===== src/rtl/ex_stage_if.sv =====
// Execute-stage bundle: ID/EX operands and control in, EX/MEM register and stall out.
// ovf_exc exists only when EX_OVERFLOW_TRAP_EN is defined.
interface ex_stage_if #(
    parameter int unsigned WIDTH = 32
);
    logic             flush;
    logic [2:0]       ex_alusel;
    logic [4:0]       ex_aluop;
    logic [WIDTH-1:0] ex_srcLeft;
    logic [WIDTH-1:0] ex_srcRight;
    logic [3:0]       ex_memop;
    logic [4:0]       ex_dest;
    logic             ex_writeEnable;
    logic             stall_req;
    logic [WIDTH-1:0] mem_result;
    logic [4:0]       mem_dest;
    logic [3:0]       mem_memop;
    logic             mem_writeEnable;
`ifdef EX_OVERFLOW_TRAP_EN
    logic             ovf_exc;
`endif

    modport master (
`ifdef EX_OVERFLOW_TRAP_EN
        input  ovf_exc,
`endif
        output flush, ex_alusel, ex_aluop, ex_srcLeft, ex_srcRight, ex_memop, ex_dest,
               ex_writeEnable,
        input  stall_req, mem_result, mem_dest, mem_memop, mem_writeEnable
    );

    modport slave (
`ifdef EX_OVERFLOW_TRAP_EN
        output ovf_exc,
`endif
        input  flush, ex_alusel, ex_aluop, ex_srcLeft, ex_srcRight, ex_memop, ex_dest,
               ex_writeEnable,
        output stall_req, mem_result, mem_dest, mem_memop, mem_writeEnable
    );
endinterface


===== src/rtl/ex_stage.sv =====
// Execute stage with EX/MEM register: single-cycle ALU plus 32-step restoring divider.
// Define EX_OVERFLOW_TRAP_EN to suppress writeback on signed ADD/SUB overflow and drive ovf_exc.
module ex_stage #(
    parameter int unsigned WIDTH     = 32,
    parameter int unsigned DIV_CNT_W = 5
) (
    input logic       clk,
    input logic       rst,
    ex_stage_if.slave bus
);
    localparam logic [2:0] SelSpecial = 3'd0;
    localparam logic [2:0] SelLogic   = 3'd1;
    localparam logic [2:0] SelArith   = 3'd2;
    localparam logic [2:0] SelShift   = 3'd3;
    localparam logic [2:0] SelDiv     = 3'd4;

    typedef enum logic [1:0] {StIdle, StBusy, StDone} div_state_e;

    div_state_e           state_q, state_d;
    logic [DIV_CNT_W-1:0] cnt_q, cnt_d;
    logic [WIDTH-1:0]     rem_q, rem_d, quot_q, quot_d, dvsr_q, dvsr_d;
    logic                 neg_quot_q, neg_quot_d, neg_rem_q, neg_rem_d, sel_rem_q, sel_rem_d;
    logic [4:0]           div_dest_q, div_dest_d;
    logic [3:0]           div_memop_q, div_memop_d;
    logic                 div_we_q, div_we_d;
    logic [WIDTH-1:0]     res_q, res_d;
    logic [4:0]           dest_q, dest_d;
    logic [3:0]           memop_q, memop_d;
    logic                 we_q, we_d;
    logic                 stall;

    logic [WIDTH-1:0] a, b, sum, diff, alu_res, left_abs, right_abs, quot_fix, rem_fix;
    logic [WIDTH:0]   shifted, trial;
    logic [4:0]       shamt;
    logic             is_div, div_signed, div_zero;

    assign a          = bus.ex_srcLeft;
    assign b          = bus.ex_srcRight;
    assign sum        = a + b;
    assign diff       = a - b;
    assign shamt      = b[4:0];
    assign is_div     = (bus.ex_alusel == SelDiv) && (bus.ex_aluop < 5'd4);
    assign div_signed = ~bus.ex_aluop[1];
    assign div_zero   = (b == '0);
    assign left_abs   = (div_signed && a[WIDTH-1]) ? -a : a;
    assign right_abs  = (div_signed && b[WIDTH-1]) ? -b : b;

    // Restoring step: borrow out of the trial subtract decides the quotient bit.
    assign shifted  = {rem_q, quot_q[WIDTH-1]};
    assign trial    = shifted - {1'b0, dvsr_q};
    assign quot_fix = neg_quot_q ? -quot_q : quot_q;
    assign rem_fix  = neg_rem_q ? -rem_q : rem_q;

    always_comb begin
        alu_res = '0;
        case (bus.ex_alusel)
            SelLogic: begin
                case (bus.ex_aluop)
                    5'd0:    alu_res = a & b;
                    5'd1:    alu_res = a | b;
                    5'd2:    alu_res = a ^ b;
                    5'd3:    alu_res = ~(a | b);
                    default: alu_res = '0;
                endcase
            end
            SelArith: begin
                case (bus.ex_aluop)
                    5'd0:    alu_res = sum;
                    5'd1:    alu_res = diff;
                    5'd2:    alu_res = {{(WIDTH-1){1'b0}}, $signed(a) < $signed(b)};
                    5'd3:    alu_res = {{(WIDTH-1){1'b0}}, a < b};
                    default: alu_res = '0;
                endcase
            end
            SelShift: begin
                case (bus.ex_aluop)
                    5'd0:    alu_res = a << shamt;
                    5'd1:    alu_res = a >> shamt;
                    5'd2:    alu_res = $unsigned($signed(a) >>> shamt);
                    default: alu_res = '0;
                endcase
            end
            // Only the divide-by-zero case completes in one cycle.
            SelDiv:  alu_res = (is_div && div_zero) ? (bus.ex_aluop[0] ? a : '1) : '0;
            default: alu_res = '0;
        endcase
    end

`ifdef EX_OVERFLOW_TRAP_EN
    logic ovf_q, ovf_d, arith_ovf;
    always_comb begin
        arith_ovf = 1'b0;
        if (bus.ex_alusel == SelArith && bus.ex_aluop == 5'd0) begin
            arith_ovf = (a[WIDTH-1] == b[WIDTH-1]) && (sum[WIDTH-1] != a[WIDTH-1]);
        end else if (bus.ex_alusel == SelArith && bus.ex_aluop == 5'd1) begin
            arith_ovf = (a[WIDTH-1] != b[WIDTH-1]) && (diff[WIDTH-1] != a[WIDTH-1]);
        end
    end
    assign bus.ovf_exc = ovf_q;
`endif

    always_comb begin
        state_d     = state_q;
        cnt_d       = cnt_q;
        rem_d       = rem_q;
        quot_d      = quot_q;
        dvsr_d      = dvsr_q;
        neg_quot_d  = neg_quot_q;
        neg_rem_d   = neg_rem_q;
        sel_rem_d   = sel_rem_q;
        div_dest_d  = div_dest_q;
        div_memop_d = div_memop_q;
        div_we_d    = div_we_q;
        stall       = 1'b0;
        res_d       = alu_res;
        dest_d      = bus.ex_dest;
        memop_d     = bus.ex_memop;
        we_d        = bus.ex_writeEnable;
`ifdef EX_OVERFLOW_TRAP_EN
        ovf_d       = 1'b0;
`endif
        unique case (state_q)
            StIdle: begin
                if (is_div && !div_zero) begin
                    stall       = 1'b1;
                    state_d     = StBusy;
                    cnt_d       = '0;
                    rem_d       = '0;
                    quot_d      = left_abs;
                    dvsr_d      = right_abs;
                    neg_quot_d  = div_signed && (a[WIDTH-1] ^ b[WIDTH-1]);
                    neg_rem_d   = div_signed && a[WIDTH-1];
                    sel_rem_d   = bus.ex_aluop[0];
                    div_dest_d  = bus.ex_dest;
                    div_memop_d = bus.ex_memop;
                    div_we_d    = bus.ex_writeEnable;
                    {res_d, dest_d, memop_d, we_d} = '0;
                end else if (bus.ex_alusel == SelSpecial) begin
                    {res_d, dest_d, memop_d, we_d} = '0;
                end else begin
`ifdef EX_OVERFLOW_TRAP_EN
                    if (arith_ovf) begin
                        we_d    = 1'b0;
                        memop_d = '0;
                        ovf_d   = 1'b1;
                    end
`endif
                end
            end
            StBusy: begin
                stall  = 1'b1;
                rem_d  = trial[WIDTH] ? shifted[WIDTH-1:0] : trial[WIDTH-1:0];
                quot_d = {quot_q[WIDTH-2:0], ~trial[WIDTH]};
                cnt_d  = cnt_q + 1'b1;
                if (cnt_q == {DIV_CNT_W{1'b1}}) state_d = StDone;
                {res_d, dest_d, memop_d, we_d} = '0;
            end
            StDone: begin
                state_d = StIdle;
                res_d   = sel_rem_q ? rem_fix : quot_fix;
                dest_d  = div_dest_q;
                memop_d = div_memop_q;
                we_d    = div_we_q;
            end
            default: state_d = StIdle;
        endcase
        if (bus.flush) begin
            state_d = StIdle;
            stall   = 1'b0;
            {res_d, dest_d, memop_d, we_d} = '0;
`ifdef EX_OVERFLOW_TRAP_EN
            ovf_d   = 1'b0;
`endif
        end
    end

    assign bus.stall_req       = stall && !rst;
    assign bus.mem_result      = res_q;
    assign bus.mem_dest        = dest_q;
    assign bus.mem_memop       = memop_q;
    assign bus.mem_writeEnable = we_q;

    always_ff @(posedge clk) begin
        if (rst) begin
            state_q     <= StIdle;
            cnt_q       <= '0;
            rem_q       <= '0;
            quot_q      <= '0;
            dvsr_q      <= '0;
            neg_quot_q  <= 1'b0;
            neg_rem_q   <= 1'b0;
            sel_rem_q   <= 1'b0;
            div_dest_q  <= '0;
            div_memop_q <= '0;
            div_we_q    <= 1'b0;
            res_q       <= '0;
            dest_q      <= '0;
            memop_q     <= '0;
            we_q        <= 1'b0;
`ifdef EX_OVERFLOW_TRAP_EN
            ovf_q       <= 1'b0;
`endif
        end else begin
            state_q     <= state_d;
            cnt_q       <= cnt_d;
            rem_q       <= rem_d;
            quot_q      <= quot_d;
            dvsr_q      <= dvsr_d;
            neg_quot_q  <= neg_quot_d;
            neg_rem_q   <= neg_rem_d;
            sel_rem_q   <= sel_rem_d;
            div_dest_q  <= div_dest_d;
            div_memop_q <= div_memop_d;
            div_we_q    <= div_we_d;
            res_q       <= res_d;
            dest_q      <= dest_d;
            memop_q     <= memop_d;
            we_q        <= we_d;
`ifdef EX_OVERFLOW_TRAP_EN
            ovf_q       <= ovf_d;
`endif
        end
    end
endmodule


===== src/flat_wrapper.sv =====
// flat-port wrapper written by rule: the top's interface ports become plain ports
module ex_stage_flat 
#(
    parameter int unsigned WIDTH     = 32,
    parameter int unsigned DIV_CNT_W = 5
)
  (clk, rst, bus_flush, bus_ex_alusel, bus_ex_aluop, bus_ex_srcLeft, bus_ex_srcRight, bus_ex_memop, bus_ex_dest, bus_ex_writeEnable, bus_stall_req, bus_mem_result, bus_mem_dest, bus_mem_memop, bus_mem_writeEnable);
  ex_stage_if #(.WIDTH(WIDTH)) bus_i ();
  input logic clk;
  input logic rst;
  input wire logic [$bits(bus_i.flush)-1:0] bus_flush;
  input wire logic [$bits(bus_i.ex_alusel)-1:0] bus_ex_alusel;
  input wire logic [$bits(bus_i.ex_aluop)-1:0] bus_ex_aluop;
  input wire logic [$bits(bus_i.ex_srcLeft)-1:0] bus_ex_srcLeft;
  input wire logic [$bits(bus_i.ex_srcRight)-1:0] bus_ex_srcRight;
  input wire logic [$bits(bus_i.ex_memop)-1:0] bus_ex_memop;
  input wire logic [$bits(bus_i.ex_dest)-1:0] bus_ex_dest;
  input wire logic [$bits(bus_i.ex_writeEnable)-1:0] bus_ex_writeEnable;
  output wire logic [$bits(bus_i.stall_req)-1:0] bus_stall_req;
  output wire logic [$bits(bus_i.mem_result)-1:0] bus_mem_result;
  output wire logic [$bits(bus_i.mem_dest)-1:0] bus_mem_dest;
  output wire logic [$bits(bus_i.mem_memop)-1:0] bus_mem_memop;
  output wire logic [$bits(bus_i.mem_writeEnable)-1:0] bus_mem_writeEnable;
  assign bus_i.flush = bus_flush;
  assign bus_i.ex_alusel = bus_ex_alusel;
  assign bus_i.ex_aluop = bus_ex_aluop;
  assign bus_i.ex_srcLeft = bus_ex_srcLeft;
  assign bus_i.ex_srcRight = bus_ex_srcRight;
  assign bus_i.ex_memop = bus_ex_memop;
  assign bus_i.ex_dest = bus_ex_dest;
  assign bus_i.ex_writeEnable = bus_ex_writeEnable;
  assign bus_stall_req = bus_i.stall_req;
  assign bus_mem_result = bus_i.mem_result;
  assign bus_mem_dest = bus_i.mem_dest;
  assign bus_mem_memop = bus_i.mem_memop;
  assign bus_mem_writeEnable = bus_i.mem_writeEnable;
  ex_stage #(.WIDTH(WIDTH), .DIV_CNT_W(DIV_CNT_W)) u_core (.clk(clk), .rst(rst), .bus(bus_i));
endmodule

===== config.mk =====
export PLATFORM = sky130hd
export DESIGN_NAME = ex_stage_flat
export DESIGN_NICKNAME = d
export VERILOG_FILES = /design/src/rtl/ex_stage_if.sv /design/src/rtl/ex_stage.sv /design/src/flat_wrapper.sv
export SDC_FILE = /design/constraint.sdc
export NUM_CORES = 1
export LEC_CHECK = 0
export CAP_MARGIN = 20
export CELL_PAD_IN_SITES_DETAIL_PLACEMENT = 2
export CELL_PAD_IN_SITES_GLOBAL_PLACEMENT = 2
export CORE_MARGIN = 1
export CORE_UTILIZATION = 36
export DETAILED_ROUTE_END_ITERATION = 6
export PLACE_DENSITY_LB_ADDON = 0.1
export SETUP_SLACK_MARGIN = 0.05
export SLEW_MARGIN = 20
export SYNTH_ARGS = -nofsm -noshare
export SYNTH_HDL_FRONTEND = slang
export SYNTH_SLANG_ARGS = --single-unit

===== constraint.sdc =====
create_clock -name clk -period 5.85 [get_ports clk]
set_input_delay 0.8775 -clock clk [delete_from_list [all_inputs] [get_ports clk]]
set_output_delay 0.8775 -clock clk [all_outputs]
set_load 0.03 [all_outputs]

==> summary.txt <==
====================================================================================================
Status ................................................................................ finished, final reports clean
Number of top-level pins ..............................................................          128
Ratio of routed vias to standard cells ................................................        6.539
Maximum clock insertion buffer count ..................................................            2
Wire length of the first global-routing pass ..........................................     164.6 mm
Part of the Yosys area used for sequential elements ...................................       15.69%
Worst-skew pair later-pin latency .....................................................      0.52 ns
Crit path kind ........................................................................    in -> out
Die X-Extent ..........................................................................     238.7 um
Crit share post-route .................................................................       89.97%
Hold Crit Depth .......................................................................            2
Proportion of netlist area held by the largest area contributor .......................       15.69%
Final-stage net count .................................................................         2981
Dominant synthesized flop cell ........................................................      dfxtp_1
Worst Hold End ........................................................................ u_core.dvsr_q[20]
Max-slew violation total from the final report ........................................            0
DRC viols .............................................................................            0
Worst slack on hold paths .............................................................    0.4635 ns
Final WL ..............................................................................     112.1 mm
CTS Sinks .............................................................................          158
Total overflow reported by the global router ..........................................            0
Hold wc startpoint .................................................................... u_core.dvsr_q[20]
Commonest cells after routing, fill and taps aside .................................... nor2_1 (262), nand2_1 (236), a21oi_1 (220)
PwrDens ............................................................................... 165.3 mW/mm2
Hold Violations, Final ................................................................            0
ANT cells .............................................................................            0
Mapped Cells ..........................................................................         2726
Starting DRT DRC Count ................................................................         1933
RePlAce Congestion ....................................................................        1.050
Launching element type of the critical path ........................................... primary input
Clock-pin slew reported for the worst setup and hold paths after clock tree synthesis .      0.07 ns
Number of global-route vias before repair .............................................        23710
Data arrival time of the critical path ................................................      4.39 ns
Number of rows in the core area .......................................................           86
Worst reg2reg endpoint ................................................................ u_core.rem_q[25]
Most common library cell in the layout ignoring fill and taps .........................       nor2_1
Area of the mapped netlist ............................................................  0.02017 mm2
Area of the core region ...............................................................  0.05520 mm2
Area leader, netlist ..................................................................      dfxtp_1
Hold Path Class .......................................................................   reg -> reg
Leakage power figure ..................................................................  0.008816 uW
Fmax ..................................................................................    190.0 MHz
Actual slew at the worst max-slew pin .................................................     1.173 ns
H-tree levels .........................................................................            4
Post-Syn Area per Cell ................................................................    7.398 um2
TritonCTS clock tree ..................................................................        built
Antenna violations before repair ......................................................            2
Initial core utilization ..............................................................       36.53%
Yosys warns ...........................................................................            0
Final Setup Violations ................................................................            0
Post-Layout Cell Count ................................................................         3515
Dpl hpwl ..............................................................................     88.33 mm
Worst reg2reg startpoint .............................................................. u_core.quot_q[31]
Cell depth of the worst flop-to-flop path .............................................           14
RSZ-0062 raised after global routing ..................................................           no
Detail-routed net length per standard cell ............................................     31.89 um
Hold bufs inserted after CTS ..........................................................            0
Post-synth net total ..................................................................         2953
Min Tclk post-route ...................................................................     5.263 ns
Die height ............................................................................     238.7 um
Overall routing resource usage ........................................................       39.12%
Async S/R FF share, synth .............................................................           0%
Area of the die .......................................................................  0.05697 mm2
Count of maximum capacitance violations ...............................................            0
Worst-case vdd ir drop ................................................................     250.5 uV
Layout fillers ........................................................................         6410
Number of routed nets with antenna violations .........................................            0
Root buffer cell ......................................................................    clkbuf_16
Biggest fanout along the worst timing path ............................................            5
Count of buffers added by post-CTS timing repair for setup ............................            0
Layout-stage area growth over the synthesis result ....................................       13.26%
Largest net degree at the start of global routing .....................................           72
Largest cells by area after synthesis ................................................. dfxtp_1 (16%), ha_1 (8.6%), xnor2_1 (6.4%)
Required time of the critical path ....................................................      4.97 ns
Count of input and output buffers .....................................................          127
Worst setup EP type ...................................................................  output port
Worst reg2reg setup slack .............................................................      1.36 ns
Total negative slack ..................................................................         0 ns
Vias post-DR ..........................................................................        22980
Layout cells sized above 1 ............................................................       9.288%
Count of state elements after synthesis ...............................................          158
First drt pass iteration count ........................................................            6
EDFF count, synth .....................................................................            0
Post-Route Skew .......................................................................   0.04204 ns
Max-Slew Margin vs Limit ..............................................................       21.19%
Count of instances resized after the clock tree is built ..............................            0
Number of buffers inserted during clock tree synthesis ................................           17
Cell count after placement ............................................................         3483
Distinct cells, synth .................................................................           90
====================================================================================================
[sequential cells by signal (all words and copies together), names as in the netlist, 4 cells and up]
name	cells
u_core.div_memop_q	4
u_core.cnt_q	5
u_core.bus.mem_result	32
u_core.quot_q	32
u_core.div_dest_q	5
u_core.bus.mem_memop	4
u_core.bus.mem_dest	5
u_core.dvsr_q	32
u_core.rem_q	32
[where the power goes]
group,total (uW),internal (uW),switching [uW]
logic,1500,533,967
registers,1090,1080,8.44
clock network,1180,570,612
[kinds of logic after synthesis]
kind of cell             after synthesis  synth area share (%)
flip-flops                           158                 15.69
adder cells (fa/ha/maj)              142                 8.922
AND/OR/NAND/NOR                      788                 18.24
XOR/XNOR                             194                 8.463
buffers and inverters                369                 7.067
AO/OA/AOI/OAI                        892                 29.05
multiplexers                         183                 12.58
[layer usage]
metal | vias up | GRT usage (%) | part of all wire (%)
met5 | - | 0 | 0.012
li1 | 10080 | - | -
met4 | 2 | 18.76 | 5.2
met3 | 232 | 5.289 | 6.1
met1 | 11780 | 50.53 | 43
met2 | 898 | 64.03 | 46
[worst max path at each step]
stage | end | cells after the start | slack, ns | startpoint
2_1_floorplan | bus_stall_req | 12 | 0.98 | bus_ex_srcRight[0]
3_3_place_gp | bus_stall_req | 8 | 0.65 | bus_ex_srcRight[10]
3_5_place_dp | bus_stall_req | 8 | 0.62 | bus_ex_srcRight[10]
4_1_cts | bus_stall_req | 8 | 0.62 | bus_ex_srcRight[10]
5_1_grt | bus_stall_req | 8 | 0.55 | bus_ex_srcRight[10]
6_report | bus_stall_req | 8 | 0.59 | bus_ex_srcRight[10]
[area by class of cell]
cell class	instances	area (um2)	share of cell area, %
inverters	154	578.1	2.531
well taps	748	935.9	4.098
repair buffers	224	1982	8.678
multi-input cells	2199	15610	68.36
clock buffers	18	439.2	1.923
flip-flops and latches	158	3164	13.85
clock inverters	14	126.4	0.5533
[per-stage QoR]
| stage | util [%] | instance area (um2) | power (uW) | worst slack (ns) |
|---|---|---|---|---|
| floorplan | - | 20170 | 2022 | 0.9837 |
| global placement | 40.35 | 22270 | 2541 | 0.6486 |
| detailed placement | 40.35 | 22270 | 2574 | 0.6182 |
| CTS | 41.38 | 22840 | 3751 | 0.6161 |
| global route | 41.38 | 22840 | 3893 | 0.5464 |
| finish | 41.38 | 22840 | 3775 | 0.5865 |
[synthesized netlist by cell type, types with 22 or more instances]
| master | count |
|---|---|
| o211ai_1 | 36 |
| inv_1 | 148 |
| nor4_1 | 24 |
| o31ai_1 | 46 |
| nor3_1 | 62 |
| nor2_1 | 263 |
| mux2_2 | 23 |
| ha_1 | 139 |
| a31oi_1 | 40 |
| a211oi_1 | 69 |
| mux2i_1 | 106 |
| buf_2 | 23 |
| a21o_1 | 25 |
| a222oi_1 | 28 |
| nor2b_1 | 24 |
| buf_1 | 22 |
| o21ai_0 | 209 |
| nand3_1 | 41 |
| a22oi_1 | 24 |
| xor2_1 | 45 |
| mux4_2 | 54 |
| clkbuf_1 | 167 |
| o22ai_1 | 25 |
| dfxtp_1 | 158 |
| a21oi_1 | 220 |
| nand2_1 | 236 |
| xnor2_1 | 148 |
[critical path: stages]
cell and delay (ns):
clkdlybuf4s50_1 0.54, or4_1 0.70, or4_1 0.61, or4_4 0.62, and2_4 0.22, o21bai_4 0.12
nor2_1 0.08, clkdlybuf4s50_1 0.62
Power figures use the tool's default switching activity.
